$ cat config.mk
export PLATFORM = sky130hd
export DESIGN_NAME = mult_add_acc
export DESIGN_NICKNAME = d
export VERILOG_FILES = /design/src/rtl/mult_add_acc_pkg.sv /design/src/rtl/mult_add_acc_round_sat.sv /design/src/rtl/mult_add_acc.sv
export SDC_FILE = /design/constraint.sdc
export NUM_CORES = 1
export LEC_CHECK = 0
export BUFFER_PORTS_ARGS = -buffer_cell sky130_fd_sc_hd__buf_2
export CAP_MARGIN = 20
export CORE_ASPECT_RATIO = 0.6
export CORE_MARGIN = 5
export CORE_UTILIZATION = 62
export CTS_BUF_LIST = sky130_fd_sc_hd__clkbuf_16
export DETAILED_ROUTE_END_ITERATION = 8
export GPL_TIMING_DRIVEN = 0
export PLACE_DENSITY_LB_ADDON = 0.2
export SLEW_MARGIN = 20
export SYNTH_ARGS = -nofsm -noshare
export SYNTH_HDL_FRONTEND = slang
export SYNTH_SLANG_ARGS = --single-unit
$ cat constraint.sdc
create_clock -name clk -period 3.9 [get_ports clk]
set_input_delay 0.39 -clock clk [delete_from_list [all_inputs] [get_ports clk]]
set_output_delay 0.39 -clock clk [all_outputs]
set_load 0.01 [all_outputs]
$ cat src/rtl/mult_add_acc_pkg.sv
// mult_add_acc_pkg: shared constants, rounding/saturation helpers and parameter checks
package mult_add_acc_pkg;

    localparam int LATENCY_MIN = 3;
    localparam int LATENCY_MAX = 4;

    // Half-LSB bias added before the arithmetic shift; zero when nothing is dropped
    function automatic longint round_const(input int drop);
        return (drop > 0) ? (longint'(1) << (drop - 1)) : longint'(0);
    endfunction

    function automatic longint sat_max(input int width);
        return (longint'(1) << (width - 1)) - 1;
    endfunction

    function automatic longint sat_min(input int width);
        return -(longint'(1) << (width - 1));
    endfunction

    function automatic bit params_ok(
        input int wa,
        input int wb,
        input int wc,
        input int wacc,
        input int drop,
        input int wp,
        input int lat
    );
        return (wa >= 2) && (wa <= 27) && (wb >= 2) && (wb <= 27) &&
               (wc >= 1) && (wc <= wacc) && (wacc >= wa + wb) &&
               (drop >= 0) && (wp >= 2) && (wp <= wacc - drop) &&
               ((lat == LATENCY_MIN) || (lat == LATENCY_MAX));
    endfunction

endpackage

$ cat src/rtl/mult_add_acc_round_sat.sv
// round_sat: round-half-up by DROP_BOTTOM bits, then clamp to a signed WIDTH_P range
module round_sat
    import mult_add_acc_pkg::*;
#(
    parameter int WIDTH_IN    = 48,
    parameter int DROP_BOTTOM = 15,
    parameter int WIDTH_P     = 16
) (
    input  logic signed [WIDTH_IN-1:0] din,
    output logic signed [WIDTH_P-1:0]  dout,
    output logic                       sat
);

    localparam int XW = WIDTH_IN + 1;
    localparam int SW = XW - DROP_BOTTOM;
    localparam logic signed [XW-1:0] RC    = XW'(round_const(DROP_BOTTOM));
    localparam logic signed [SW-1:0] MAX_V = SW'(sat_max(WIDTH_P));
    localparam logic signed [SW-1:0] MIN_V = SW'(sat_min(WIDTH_P));

    logic signed [XW-1:0] biased;
    logic signed [SW-1:0] shifted;
    logic                 hi;
    logic                 lo;

    // One guard bit keeps the half-LSB bias from wrapping at the top of the input range
    always_comb begin
        biased  = {din[WIDTH_IN-1], din} + RC;
        shifted = biased[XW-1:DROP_BOTTOM];
        hi      = shifted > MAX_V;
        lo      = shifted < MIN_V;
        sat     = hi | lo;
        dout    = hi ? MAX_V[WIDTH_P-1:0] : lo ? MIN_V[WIDTH_P-1:0] : shifted[WIDTH_P-1:0];
    end

endmodule

$ cat src/rtl/mult_add_acc.sv
// mult_add_acc: AXI-stream signed P = A*B + C with per-packet accumulate, rounding and saturation
module mult_add_acc
    import mult_add_acc_pkg::*;
#(
    parameter int WIDTH_A     = 16,
    parameter int WIDTH_B     = 16,
    parameter int WIDTH_C     = 32,
    parameter int WIDTH_ACC   = 48,
    parameter int DROP_BOTTOM = 15,
    parameter int WIDTH_P     = 16,
    parameter int LATENCY     = 3
) (
    input  logic               clk,
    input  logic               reset,
    input  logic               acc_en,
    input  logic [WIDTH_A-1:0] a_tdata,
    input  logic               a_tlast,
    input  logic               a_tvalid,
    output logic               a_tready,
    input  logic [WIDTH_B-1:0] b_tdata,
    input  logic               b_tlast,
    input  logic               b_tvalid,
    output logic               b_tready,
    input  logic [WIDTH_C-1:0] c_tdata,
    input  logic               c_tlast,
    input  logic               c_tvalid,
    output logic               c_tready,
    output logic [WIDTH_P-1:0] p_tdata,
    output logic               p_tuser,
    output logic               p_tlast,
    output logic               p_tvalid,
    input  logic               p_tready
);

    localparam int WIDTH_M = WIDTH_A + WIDTH_B;

    if (!params_ok(WIDTH_A, WIDTH_B, WIDTH_C, WIDTH_ACC, DROP_BOTTOM, WIDTH_P, LATENCY)) begin : g_bad_params
        $error("mult_add_acc: illegal parameter combination");
    end

    logic unused_tlast;
    assign unused_tlast = &{1'b0, b_tlast, c_tlast};

    logic advance;
    logic accept;
    logic first;
    logic pkt_mode;
    logic beat_mode;

    // Every stage moves together; the join only fires when all three streams offer a beat
    assign advance   = ~p_tvalid | p_tready;
    assign accept    = advance & a_tvalid & b_tvalid & c_tvalid;
    assign a_tready  = accept;
    assign b_tready  = accept;
    assign c_tready  = accept;
    assign beat_mode = first ? acc_en : pkt_mode;

    // Packet framing: a_tlast re-arms the first-beat flag, acc_en is frozen on the first beat
    always_ff @(posedge clk or negedge reset) begin
        if (!reset) begin
            first    <= 1'b1;
            pkt_mode <= 1'b0;
        end else if (accept) begin
            first <= a_tlast;
            if (first)
                pkt_mode <= acc_en;
        end
    end

    logic                      s0_valid;
    logic signed [WIDTH_A-1:0] s0_a;
    logic signed [WIDTH_B-1:0] s0_b;
    logic signed [WIDTH_C-1:0] s0_c;
    logic                      s0_last;
    logic                      s0_first;
    logic                      s0_mode;

    if (LATENCY == LATENCY_MAX) begin : g_s0
        // Optional input register stage for the 4-cycle build
        always_ff @(posedge clk or negedge reset) begin
            if (!reset) begin
                s0_valid <= 1'b0;
                s0_a     <= '0;
                s0_b     <= '0;
                s0_c     <= '0;
                s0_last  <= 1'b0;
                s0_first <= 1'b0;
                s0_mode  <= 1'b0;
            end else if (advance) begin
                s0_valid <= accept;
                s0_a     <= a_tdata;
                s0_b     <= b_tdata;
                s0_c     <= c_tdata;
                s0_last  <= a_tlast;
                s0_first <= first;
                s0_mode  <= beat_mode;
            end
        end
    end else begin : g_no_s0
        // Without the input register the beat feeds the multiplier directly
        always_comb begin
            s0_valid = accept;
            s0_a     = a_tdata;
            s0_b     = b_tdata;
            s0_c     = c_tdata;
            s0_last  = a_tlast;
            s0_first = first;
            s0_mode  = beat_mode;
        end
    end

    logic                      s1_valid;
    logic signed [WIDTH_M-1:0] s1_m;
    logic signed [WIDTH_C-1:0] s1_c;
    logic                      s1_last;
    logic                      s1_first;
    logic                      s1_mode;

    // S1: full-precision signed product, addend carried alongside
    always_ff @(posedge clk or negedge reset) begin
        if (!reset) begin
            s1_valid <= 1'b0;
            s1_m     <= '0;
            s1_c     <= '0;
            s1_last  <= 1'b0;
            s1_first <= 1'b0;
            s1_mode  <= 1'b0;
        end else if (advance) begin
            s1_valid <= s0_valid;
            s1_m     <= WIDTH_M'(s0_a) * WIDTH_M'(s0_b);
            s1_c     <= s0_c;
            s1_last  <= s0_last;
            s1_first <= s0_first;
            s1_mode  <= s0_mode;
        end
    end

    logic signed [WIDTH_ACC-1:0] m_ext;
    logic signed [WIDTH_ACC-1:0] c_ext;
    logic signed [WIDTH_ACC-1:0] acc;
    logic signed [WIDTH_ACC-1:0] acc_next;
    logic                        s2_valid;
    logic                        s2_last;

    assign m_ext    = WIDTH_ACC'(s1_m);
    assign c_ext    = WIDTH_ACC'(s1_c);
    assign acc_next = (s1_mode & ~s1_first) ? acc + m_ext : c_ext + m_ext;

    // S2: one register serves as both the plain M+C result and the running packet sum;
    // in accumulate mode only the tlast beat is passed on to the output stage
    always_ff @(posedge clk or negedge reset) begin
        if (!reset) begin
            acc      <= '0;
            s2_valid <= 1'b0;
            s2_last  <= 1'b0;
        end else if (advance) begin
            s2_valid <= s1_valid & (~s1_mode | s1_last);
            s2_last  <= s1_last | s1_mode;
            if (s1_valid)
                acc <= acc_next;
        end
    end

    logic signed [WIDTH_P-1:0] rs_data;
    logic                      rs_sat;

    round_sat #(
        .WIDTH_IN   (WIDTH_ACC),
        .DROP_BOTTOM(DROP_BOTTOM),
        .WIDTH_P    (WIDTH_P)
    ) u_round_sat (
        .din (acc),
        .dout(rs_data),
        .sat (rs_sat)
    );

    // S3: output register; payload only changes when a real result arrives
    always_ff @(posedge clk or negedge reset) begin
        if (!reset) begin
            p_tvalid <= 1'b0;
            p_tdata  <= '0;
            p_tuser  <= 1'b0;
            p_tlast  <= 1'b0;
        end else if (advance) begin
            p_tvalid <= s2_valid;
            if (s2_valid) begin
                p_tdata <= rs_data;
                p_tuser <= rs_sat;
                p_tlast <= s2_last;
            end
        end
    end

endmodule

==> metrics.md, run 1 <==
| Metric | Value |
|---|---|
| Status | `complete, but fails checks` |
| Failing checks | `DRC, setup timing` |
| Top cell type's share of synthesized area | `25.8%` |
| Row Count | `between 50 and 60` |
| Critical path type | `in -> reg` |
| Vias | `19185` |
| Post-Place Setup Slack | `-2.92 ns` |
| XOR/XNOR Fraction of Synth Area | `approximately 4.5%` |
| Asr flop ratio synth | `100%` |
| Top_reg_cell synth | `dfrtp_1` |
| Total gr overflow | `0` |
| Max capacitance violation total | `0` |
| Post-DP HPWL | `just under 50000 µm` |
| Post-synthesis sequential area ratio | `17.0%` |
| Initial DRC count | `about 2300` |
| Largest net degree at the start of global routing | `91` |
| Core Box Area | `32500 µm²` |
| Final setup fails | `24` |
| RR Startpoint | `s1_m[0]` |
| Post-synth EDFFs | `0` |
| Syn Inst Count | `2466` |
| RD Place Congestion | `~1.0` |
| Post-Synthesis Cell Area | `20500 µm²` |
| Total track usage | `36.0%` |
| R2R depth | `14` |
| Routed wire length | `68500 µm` |
| H-tree Lvls | `4` |
| First-pass GRT wire length | `103000 µm` |
| CP Data Required Time | `4.19 ns` |
| Number of top-level pins | `96` |
| Main combinational cell family by area after synthesis | `adder cells` |
| Die height | `approximately 150 µm` |
| Min-delay worst type | `in -> reg` |
| Adder-Cell Fraction of Synth Area | `a little over a third` |
| Routed length per instance | `22.0 µm` |
| CP Max Fanout | `7` |
| Initial antenna violation count | `2` |
| Slowest cell on crit path | `fa_1` |
| Clock transition at path regs | `~0.07 ns` |
| Synth area leaders | `fa_1 (26%), dfrtp_1 (17%), ha_1 (9.9%)` |
| CTS Buf Count | `17` |
| Achievable clock frequency | `0.164 GHz` |
| Ant diodes | `0` |
| Final Max Tran Viols | `0` |
| R2R Path End | `acc[39]` |
| Layout cells sized above 1 | `17.1%` |
| Worst Tran Pin Value | `around 1.1 ns` |
| Post-synth cell types | `76` |
| Net count after synthesis | `just under 3000` |
| Seq cells post-synth | `between 100 and 150` |
| Post-synth top area cell | `fa_1` |
| CTS tree | `yes` |
| Post-synthesis simple-gate area fraction | `19.3%` |
| DRC | `1` |
| Chip width | `245 µm` |
| Most used cell, CP | `inv_2` |
| First-pass DRT Iterations | `9` |
| Final critical-path required period | `6.09 ns` |
| Syn. warnings | `0` |
| # nets final | `3174` |
| Setup WS post-layout | `-2.19 ns` |
| Final ANT Viol Nets | `0` |
| Worst-Skew Late Latency | `0.44 ns` |
| Reg area | `3480 µm²` |
| Relative slew slack | `25.9%` |
| Initial Util | `63.0%` |
| Worst-case clock buffer depth | `2` |
| Final period util | `156%` |
| Setup crit end | `s1_m[31]` |
| Worst Setup SP | `b_tdata[4]` |
| Max incr delay on CP | `0.58 ns` |
| Post-synthesis mux area share | `0.427%` |
| Root buffer cell | `clkbuf_16` |
| Vias in the first global route | `18768` |
| Layout filler cell count | `2245` |
| Crit path DAT | `6.38 ns` |
| Syn Area/Cell | `a little over 8 µm²` |
| Vias per std cell | `6.17` |
| CTS sink cnt | `~140` |
| RSZ-0062 raised after global routing | `yes` |
| Die Area | `about 37000 µm²` |
| Synth Area in Compound Gates | `around 14%` |
| Clk_skew | `0.0196 ns` |
| CP Capture Type | `flop` |
| Worst setup SP type | `input port` |
| Area used by multi-input combinational logic | `roughly 16000 µm²` |
| R2R Setup Slk | `0.09 ns` |
| Port bufs | `93` |
| Final hold viol count | `0` |
| Area growth syn-to-layout | `19.8%` |
[worst min path at each step]
stage / start / endpoint / slack [ns] / cells after the start
CTS: c_tdata[13] / s1_c[13] / 0.14 / 3
detailed placement: reset / s1_m[8] / 0.32 / 1
global placement: s2_last / s2_last / 0.45 / 2
floorplan: reset / acc[0] / 0.09 / 0
finish: c_tdata[6] / s1_c[6] / 0.15 / 3
global route: c_tdata[12] / s1_c[12] / 0.15 / 3
[metal layers]
| metal | up-vias | GRT usage (%) | wire (µm) |
|---|---|---|---|
| li1 | 8428 | - | - |
| met1 | 9303 | 53.5 | 28600 |
| met2 | 1223 | 52.2 | 28700 |
| met3 | 231 | 10.6 | 8810 |
| met4 | 0 | 8.74 | 2460 |
| met5 | - | 0 | 0 |
[cell usage after synthesis, types with 27 or more instances]
cell type / instances
clkbuf_1: 89
a21o_1: 47
a21oi_1: 152
nand2_1: 375
nor2_1: 150
and2_1: 136
xor2_1: 45
ha_1: 162
nor3_1: 27
xnor2_1: 60
inv_1: 361
nand3_1: 46
fa_1: 264
o21ai_0: 121
dfrtp_1: 138
[critical path, delay by kind of cell]
kind / cells / cell delay [ns]
simple gates: 3 / 0.69
fa+ha+maj: 7 / 3.03
buf+inv: 10 / 0.96
compound gates: 7 / 1.10
xor+xnor: 1 / 0.18
[metrics by stage]
stage | hold slack (ns) | TNS [ns] | util [%] | cell area, µm² | instances
after floorplan | 0.0944 | -30.99 | - | 20800 | 2466
after CTS | 0.142 | -31.40 | 73.9 | 24000 | 3082
after global placement | 0.451 | -50.92 | 67.1 | 21800 | 2983
final | 0.149 | -38.20 | 75.5 | 24600 | 3111
after global routing | 0.154 | -41.53 | 75.5 | 24600 | 3111
after detailed placement | 0.321 | -53.62 | 67.2 | 21900 | 2984
[registers in the layout, indices dropped and copies added (netlist names)]
signal    cells
first         1
s1_valid      1
p_tuser       1
s2_last       1
s1_mode       1
p_tlast       1
s1_c         32
s2_valid      1
s1_first      1
s1_last       1
acc          48
pkt_mode      1
p_tvalid      1
s1_m         32
p_tdata      16
[cell type report]
type                            count  area share [%]
Multi-Input combinational cell   1862            65.1
Sequential cell                   139            14.2
Timing Repair Buffer              190            6.57
Inverter                          361            5.52
Buffer                            103            4.15
Tap cell                          424            2.16
Clock buffer                       17            1.73
Clock inverter                     15           0.570
[cell families (layout without fill, tap and decap cells)]
| family | after synthesis | after routing |
|---|---|---|
| AOI/OAI and AO/OA | 479 | 479 |
| DFF | 139 | 139 |
| buffers and inverters | 465 | 686 |
| xor gates and xnor gates | 105 | 105 |
| and+or+nand+nor | 844 | 844 |
| adders and majority gates | 426 | 426 |
| muxes | 8 | 8 |
[cell usage in the layout, fill, tap and decap left out, types with 19 or more instances in the layout]
master and instances:
xor2_1 44, inv_1 320, nand4_1 24, o211ai_1 19, nand2_1 364, nor2_1 144, nand3_1 44, buf_6 28
inv_2 41, a31oi_1 19, a21o_1 47, nand2b_1 23, a21oi_1 136, buf_4 82, o21ai_0 96, ha_1 141
clkbuf_1 56, buf_2 66, and2_1 116, and2_4 20, xnor2_1 53, clkbuf_16 43, nor3_1 25, fa_1 246
dfrtp_1 138, a211oi_1 19
[what timing repair did]
action,in CTS,in global routing
gates cloned,1,1
setup buffers,65,30
resized for setup,255,79
hold buffers,1,0
endpoints found under the hold margin,49,0
setup endpoints to repair,37,41
pin swaps,116,79
Power of run 1 is not shown: default switching activity piles up to over one toggle a cycle in this logic, so the estimate is an artifact.
==> inputs of run 2 (changes only) <==
Settings changed: GPL_TIMING_DRIVEN 0 to not set.
==> run 2 against run 1 <==
Effect of this change: the flow finishes with violations (setup timing); final cell count increased by 0.61%; die area unchanged; count of clock-buffer cells in the layout unchanged; final area increased by 0.35%; non-clock buffer count increased by 19.
==> metrics.md, run 2 (same netlist as run 1, synthesis figures left out) <==
| Metric | Value |
|---|---|
| Die height | `151 µm` |
| Port bufs | `93` |
| Placement Cell Area | `roughly 23000 µm²` |
| Final critical-path required period | `5.69 ns` |
| Largest register FFs | `48` |
| Max capacitance violation total | `0` |
| Final hold viol count | `0` |
| Slowest cell on crit path | `fa_1` |
| Clk_skew | `0.00897 ns` |
| RD Place Congestion | `slightly below 1` |
| R2R depth | `14` |
| Final setup fails | `25` |
| CP Data Required Time | `4.18 ns` |
| Clock transition at path regs | `0.06 ns` |
| Total gr overflow | `0` |
| CTS sink cnt | `139` |
| Largest net degree at the start of global routing | `91` |
| Worst setup SP type | `input port` |
| CTS Buf Count | `17` |
| Ant diodes | `0` |
| Total track usage | `31.6%` |
| CP Capture Type | `flop` |
| Post-layout util | `75.8%` |
| Post-Layout Cell Count | `3130` |
| R2R Setup Slk | `approximately 0.050 ns` |
| Final period util | `146%` |
| Worst-case clock buffer depth | `2` |
| Routed length per instance | `18.4 µm` |
| Worst Setup SP | `a_tdata[8]` |
| Post-CTS Hold Buffers | `0` |
| # nets final | `3193` |
| Commonest non-fill, non-tap cells in the layout | `nand2_1 (366), inv_1 (319), fa_1 (245)` |
| Root buffer cell | `clkbuf_16` |
| Layout cells sized above 1 | `20.1%` |
| Crit path DAT | `5.97 ns` |
| Commonest non-fill, non-tap cell in the layout | `nand2_1` |
| Achievable clock frequency | `0.176 GHz` |
| Area growth syn-to-layout | `20.2%` |
| H-tree Lvls | `4` |
| Die Area | `36900 µm²` |
| DRC | `0` |
| Vias in the first global route | `18728` |
| Initial DRC count | `1500` |
| Critical path depth | `25` |
| Initial antenna violation count | `0` |
| RSZ-0062 raised after global routing | `yes` |
| Number of top-level pins | `96` |
| Setup WS post-layout | `-1.79 ns` |
| Final instance area | `about 25000 µm²` |
| Setup crit end | `s1_m[25]` |
| Critical path type | `in -> reg` |
| Final Max Tran Viols | `0` |
| First-pass GRT wire length | `94600 µm` |
| Min-delay worst type | `in -> async` |
| Worst path top cell family by delay | `adder cells` |
| R2R Path End | `acc[45]` |
| Vias per std cell | `5.86` |
| Worst Tran Pin Value | `0.883 ns` |
| Core Box Area | `32500 µm²` |
| RR Startpoint | `s1_c[0]` |
| First-pass DRT Iterations | `5` |
| Chip width | `245 µm` |
| Row Count | `roughly 50` |
| Reg with most FFs | `acc` |
| CP Max Fanout | `6` |
| DP Cell Count | `around 3000` |
| Buffers & Inverters on Critical Path | `8` |
| CTS tree | `yes` |
| Final ANT Viol Nets | `0` |
| Failing checks | `setup timing` |
| Vias | `between 15000 and 20000` |
| Routed wire length | `approximately 57000 µm` |
| Status | `complete, but fails checks` |
| Top flop regs | `acc: 48 flops, s1_c: 32 flops, s1_m: 32 flops` |
| Initial Util | `63.0%` |
| Worst-Skew Late Latency | `0.44 ns` |
| Post-DP HPWL | `44100 µm` |
| Max incr delay on CP | `0.55 ns` |
| Relative slew slack | `41.1%` |
==> run 2: cell count changes in the layout (fill, tap and decap cells not counted), sizes merged <==
cell | before | now
clkinv | 1 | 6
clkbuf | 106 | 18
bufbuf | 0 | 1
bufinv | 1 | 5
inv | 369 | 363
dlygate4sd3 | 1 | 0
buf | 203 | 310
clkinvlp | 5 | 2
==> run 2: how the worst min path moves through the flow <==
stage            start  endpoint  slack [ns]  cells past startpoint
4_1_cts          reset  s1_c[10]        0.06                      1
3_5_place_dp   s2_last   s2_last        0.46                      2
3_3_place_gp   s2_last   s2_last        0.45                      2
5_1_grt          reset   s1_c[2]        0.11                      1
6_report         reset   s1_c[2]        0.03                      1
2_1_floorplan    reset    acc[0]        0.09                      0
==> run 2: final cells by class <==
| class | instances | area [µm²] |
|---|---|---|
| clock buffer | 17 | 425 |
| clock inverter | 15 | 206 |
| fill | 2355 | 7880 |
| inverter | 361 | 1360 |
| multi-input combinational | 1862 | 16000 |
| sequential | 139 | 3480 |
| tap | 424 | 531 |
| timing repair buffer | 312 | 2640 |
==> run 2: repair_timing <==
action,4_1_cts,5_1_grt
gates cloned,2,1
gates resized for setup,223,75
endpoints found under the setup margin,25,25
pin swaps,132,72
setup buffers,28,13
==> run 2: layer usage <==
| layer | GRT usage (%) | up-vias | share of wire, % |
|---|---|---|---|
| met1 | 46.6 | 9147 | 46 |
| li1 | - | 8460 | - |
| met5 | 0 | - | 0 |
| met4 | 6.39 | 0 | 1.7 |
| met2 | 49.8 | 644 | 45 |
| met3 | 5.82 | 87 | 7.8 |
==> run 2: stage by stage <==
step                      hold WS [ns]  TNS (ns)  setup WS (ns)
after floorplan                 0.0944    -30.99          -1.88
after global placement           0.451    -43.24          -2.32
after detailed placement         0.461    -45.67          -2.41
after CTS                       0.0624    -28.42          -1.68
after global routing             0.113    -34.89          -2.01
final                           0.0266    -30.69          -1.79
Power of run 2 is left out for the same reason.
